[src/rtl/ps2_key_decoder.sv]
// PS/2 keyboard receiver: conditions the async PS/2 lines, validates 11-bit frames and
// decodes scan-code set 2 make/break sequences into held levels for Space, Left and Right.
module ps2_key_decoder #(
    parameter int CLK_FREQ   = 100_000_000,
    parameter int FILTER_LEN = 8,
    parameter int TIMEOUT_US = 200
) (
    input  logic       clk,
    input  logic       rst,
    input  logic       ps2_clk,
    input  logic       ps2_data,
    output logic       key_space,
    output logic       key_left,
    output logic       key_right,
    output logic       byte_valid,
    output logic [7:0] byte_data,
    output logic       frame_err
);

    localparam int TIMEOUT_CYC = CLK_FREQ / 1_000_000 * TIMEOUT_US;
    localparam int TCNT_W      = $clog2(TIMEOUT_CYC);
    localparam int FCNT_W      = $clog2(FILTER_LEN + 1);

    localparam logic [0:0] S_IDLE = 1'b0;
    localparam logic [0:0] S_RECV = 1'b1;

    localparam logic [1:0] D_BASE = 2'd0;
    localparam logic [1:0] D_E0   = 2'd1;
    localparam logic [1:0] D_F0   = 2'd2;
    localparam logic [1:0] D_E0F0 = 2'd3;

    logic              clk_meta, clk_sync, data_meta, data_sync;
    logic              clk_filt;
    logic [FCNT_W-1:0] filt_cnt;
    logic              filt_flip, fall;

    logic [0:0]        state;
    logic [3:0]        bit_cnt;
    logic [8:0]        shift_reg;
    logic [TCNT_W-1:0] tcnt;
    logic              timeout_hit;
    logic [1:0]        dstate;

    // NOTE: idle PS/2 lines are high, so the synchronizers reset to 1 to avoid a false edge.
    always_ff @(posedge clk) begin
        if (rst) begin
            {clk_meta, clk_sync, data_meta, data_sync} <= 4'b1111;
        end else begin
            clk_meta  <= ps2_clk;
            clk_sync  <= clk_meta;
            data_meta <= ps2_data;
            data_sync <= data_meta;
        end
    end

    // The filtered clock flips only after FILTER_LEN consecutive samples disagreeing with it.
    assign filt_flip = (clk_sync != clk_filt) && (filt_cnt == FCNT_W'(FILTER_LEN - 1));
    assign fall      = filt_flip && clk_filt;

    always_ff @(posedge clk) begin
        if (rst) begin
            clk_filt <= 1'b1;
            filt_cnt <= '0;
        end else if (clk_sync == clk_filt) begin
            filt_cnt <= '0;
        end else if (filt_flip) begin
            clk_filt <= clk_sync;
            filt_cnt <= '0;
        end else begin
            filt_cnt <= filt_cnt + 1'b1;
        end
    end

    assign timeout_hit = (state == S_RECV) && !fall && (tcnt == TCNT_W'(TIMEOUT_CYC - 1));

    always_ff @(posedge clk) begin
        if (rst) begin
            state      <= S_IDLE;
            bit_cnt    <= '0;
            shift_reg  <= '0;
            tcnt       <= '0;
            byte_valid <= 1'b0;
            byte_data  <= '0;
            frame_err  <= 1'b0;
        end else begin
            byte_valid <= 1'b0;
            frame_err  <= 1'b0;

            if (fall || timeout_hit || state == S_IDLE) tcnt <= '0;
            else                                        tcnt <= tcnt + 1'b1;

            case (state)
                S_IDLE: begin
                    if (fall) begin
                        if (!data_sync) begin
                            state   <= S_RECV;
                            bit_cnt <= 4'd1;
                        end else begin
                            frame_err <= 1'b1;
                        end
                    end
                end
                S_RECV: begin
                    if (fall) begin
                        if (bit_cnt == 4'd10) begin
                            // shift_reg holds data[7:0] and parity in bit 8; data_sync is the stop bit.
                            state   <= S_IDLE;
                            bit_cnt <= '0;
                            if (data_sync && ^shift_reg) begin
                                byte_valid <= 1'b1;
                                byte_data  <= shift_reg[7:0];
                            end else begin
                                frame_err <= 1'b1;
                            end
                        end else begin
                            shift_reg <= {data_sync, shift_reg[8:1]};
                            bit_cnt   <= bit_cnt + 1'b1;
                        end
                    end else if (timeout_hit) begin
                        state     <= S_IDLE;
                        bit_cnt   <= '0;
                        frame_err <= 1'b1;
                    end
                end
                default: state <= S_IDLE;
            endcase
        end
    end

    always_ff @(posedge clk) begin
        if (rst) begin
            dstate    <= D_BASE;
            key_space <= 1'b0;
            key_left  <= 1'b0;
            key_right <= 1'b0;
        end else if (timeout_hit) begin
            dstate <= D_BASE;
        end else if (byte_valid) begin
            case (dstate)
                D_BASE: begin
                    case (byte_data)
                        8'hE0:   dstate <= D_E0;
                        8'hF0:   dstate <= D_F0;
                        8'h29:   key_space <= 1'b1;
                        default: ;
                    endcase
                end
                D_E0: begin
                    dstate <= D_BASE;
                    case (byte_data)
                        8'hF0:   dstate <= D_E0F0;
                        8'h6B:   key_left  <= 1'b1;
                        8'h74:   key_right <= 1'b1;
                        default: ;
                    endcase
                end
                D_F0: begin
                    dstate <= D_BASE;
                    if (byte_data == 8'h29) key_space <= 1'b0;
                end
                default: begin
                    dstate <= D_BASE;
                    if (byte_data == 8'h6B) key_left  <= 1'b0;
                    if (byte_data == 8'h74) key_right <= 1'b0;
                end
            endcase
        end
    end

endmodule
[config.mk]
export PLATFORM = sky130hd
export DESIGN_NAME = ps2_key_decoder
export DESIGN_NICKNAME = d
export VERILOG_FILES = /design/src/rtl/ps2_key_decoder.sv
export SDC_FILE = /design/constraint.sdc
export NUM_CORES = 1
export LEC_CHECK = 0
export ABC_AREA = 0
export CAP_MARGIN = 40
export CORE_ASPECT_RATIO = 2
export CORE_MARGIN = 1
export CORE_UTILIZATION = 45
export CTS_CLUSTER_DIAMETER = 40
export DETAILED_ROUTE_END_ITERATION = 8
export PLACE_DENSITY = 0.74
export SKIP_LAST_GASP = 1
export SYNTH_ARGS = -nofsm -noshare
export SYNTH_HDL_FRONTEND = slang
export SYNTH_SLANG_ARGS = --single-unit
export TNS_END_PERCENT = 100
[constraint.sdc]
create_clock -name clk -period 3.45 [get_ports clk]
set_input_delay 0.69 -clock clk [delete_from_list [all_inputs] [get_ports clk]]
set_output_delay 0.69 -clock clk [all_outputs]
set_load 0.05 [all_outputs]
==> flow_metrics.tcl <==
set metrics [dict create \
    status "finished, final reports clean" \
    setup_tns_ns 0 \
    critPathArrivalTime_ns 1.55 \
    io-pin-count 17 \
    fin_util_pct 53.06 \
    dieArea_sq_um 5535 \
    start_kind "flop" \
    synth_area_sq_um 2351 \
    critPathKind "flop to output pin" \
    n_antenna_cell 0 \
    h-tree-depth 2 \
    cp_slowest_stage_delay_ns 0.84 \
    power_density_nw_per_um2 365.5 \
    synthArstFlopShare_pct 0 \
    drt-total-wl_mm 4.481 \
    hold_violations 0 \
    synthToLayoutAreaGrowth_pct 11.81 \
    cts_resized 0 \
    grt_max_degree 22 \
    hpwl_mm 3.313 \
    cts.clk_slew.worst_paths_ns 0.09 \
    drt-wirelength-per-cell_um 13.75 \
    synth_edf_count 0 \
    postCtsSetupRepairBufs 0 \
    cts-root-buf "clkbuf_8" \
    worst-path-buf-inv 1 \
    cts.path.max_buffers 2 \
    crit_chain "clkdlybuf4s50_1" \
    cp_max_fo 6 \
    fin_skew_ns 0.008691 \
    worst_pin_slew_ns 0.5797 \
    synthFlopType "dfxtp_1" \
    avgSynthCellArea_sq_um 9.293 \
    grt_overflow_total 0 \
    grt_use_total_pct 18.44 \
    via_per_inst 5.429 \
    p_leak_uw 0.0008891 \
    drv_slew 0 \
    grt_antenna_before_repair 0 \
    vias 1770 \
    fin_crit_sh_pct 64.85 \
    max_freq_ghz 0.4469 \
    ir_drop_mv 0.2901 \
    worstHoldPathType "flop to flop" \
    ctsHoldBuffers 0 \
    slew_headroom_pct 60.99 \
    fill_cells 486 \
    grt_pass1_vias 1681 \
    layout_commonest_cell "dfxtp_1" \
    fp.dieW_um 53.11 \
    largest_reg_flops 15 \
    portBuffers 16 \
    yosysWarnings 0 \
    cts.sinks 53 \
    path_delay_family "buffers and inverters" \
    antenna_left 0 \
    fin_crit_ns 2.237 \
    setup_viol 0 \
    cts_buffers 5 \
    synth_nets 261 \
    rows 36 \
    layout_common_cells "dfxtp_1, nor2_1, nand3_1, clkdlybuf4s50_1, a21oi_1" \
    drv_cap 0 \
    synth_cell_types 49 \
    clk_latency_ns 0.30 \
    ys_ff_latch 53 \
    rsz0062_at_grt "false" \
    die_h_um 104.2 \
    nets 276 \
    cts_tree "built" \
    end_kind "output pin" \
    gp_congestion 0.7475 \
    drt_pass1_iterations 4 \
    slowest_stage "clkdlybuf4s50_1" \
    drt_iter0_markers 46 \
    crit_required_ns 2.76 \
    grt_pass1_wl_mm 7.755 \
    drc 0 \
    synth_cells 253 \
    yosysSeqAreaShare_pct 45.13 \
    start_util_pct 47.45 \
    coreArea_sq_um 4955 \
    layout-drive-gt1-share_pct 8.550 \
]
[per-layer routing]
metal  track usage [%]  vias to the layer above  share of wire (%)
met5                 0                        -                  0
met4             4.511                        0                1.1
li1                  -                      907                  -
met2             33.36                       25                 56
met3             3.070                        5                2.0
met1             21.30                      833                 41
[synthesized netlist by cell type (4+ instances only)]
library cell,count,area share [%]
xnor2_1,7,2.6
mux2i_1,10,4.3
ha_1,4,2.1
xor2_1,11,4.1
nand3_1,18,3.8
o21ai_0,10,2.1
or2_2,6,1.6
nand2_1,11,1.8
dfxtp_1,53,45
and2_1,5,1.3
inv_1,8,1.3
nand4_1,4,1.1
clkbuf_1,6,0.96
a21oi_1,13,2.8
nor2_1,39,6.2
[worst paths after layout]
check / startpoint / to / slack, ns / cells after the start
worst max-delay path: byte_data[6] / byte_data[6] / 1.21 / 1
worst min-delay path: clk_meta / clk_sync / 0.41 / 1
worst min register to register: clk_meta / clk_sync / 0.41 / 1
worst max register to register: filt_cnt[0] / byte_data[3] / 1.39 / 6
[metrics by stage]
step                setup WS [ns]  total power [uW]  hold WS, ns  cells  area, sq um
floorplan                   1.650             639.7       0.3895    253         2351
global placement            1.105             646.2       0.3917    318         2546
detailed placement          1.050             646.4       0.3958    318         2546
CTS                         1.197             975.2       0.4163    326         2629
global route                1.135              1005       0.4255    326         2629
finish                      1.213             960.9       0.4123    326         2629
[power breakdown]
group          total, uW  switching [uW]  internal [uW]
combinational       16.8            9.78           7.05
clock                329             188            141
sequential           615            1.20            614
total                961             199            762
[kinds of logic (layout without fill, tap and decap cells)]
kind of cell | Yosys count | count (layout) | synth area share (%)
AOI/OAI and AO/OA | 39 | 39 | 11.87
xor gates and xnor gates | 20 | 20 | 8.675
adders and majority gates | 4 | 4 | 2.129
buffers and inverters | 18 | 34 | 3.459
DFF | 53 | 53 | 45.13
muxes | 12 | 12 | 5.695
and+or+nand+nor | 107 | 107 | 23.05
[cell type report]
| cell class | count | area, sq um | share of cell area, % |
|---|---|---|---|
| Multi-Input combinational cell | 182 | 1209 | 45.98 |
| Sequential cell | 53 | 1061 | 40.36 |
| Timing Repair Buffer | 18 | 175.2 | 6.663 |
| Clock buffer | 6 | 72.57 | 2.761 |
| Tap cell | 57 | 71.32 | 2.713 |
| Inverter | 8 | 30.03 | 1.142 |
| Clock inverter | 2 | 10.01 | 0.3808 |
Note: power is estimated with default switching activity, not from simulation.
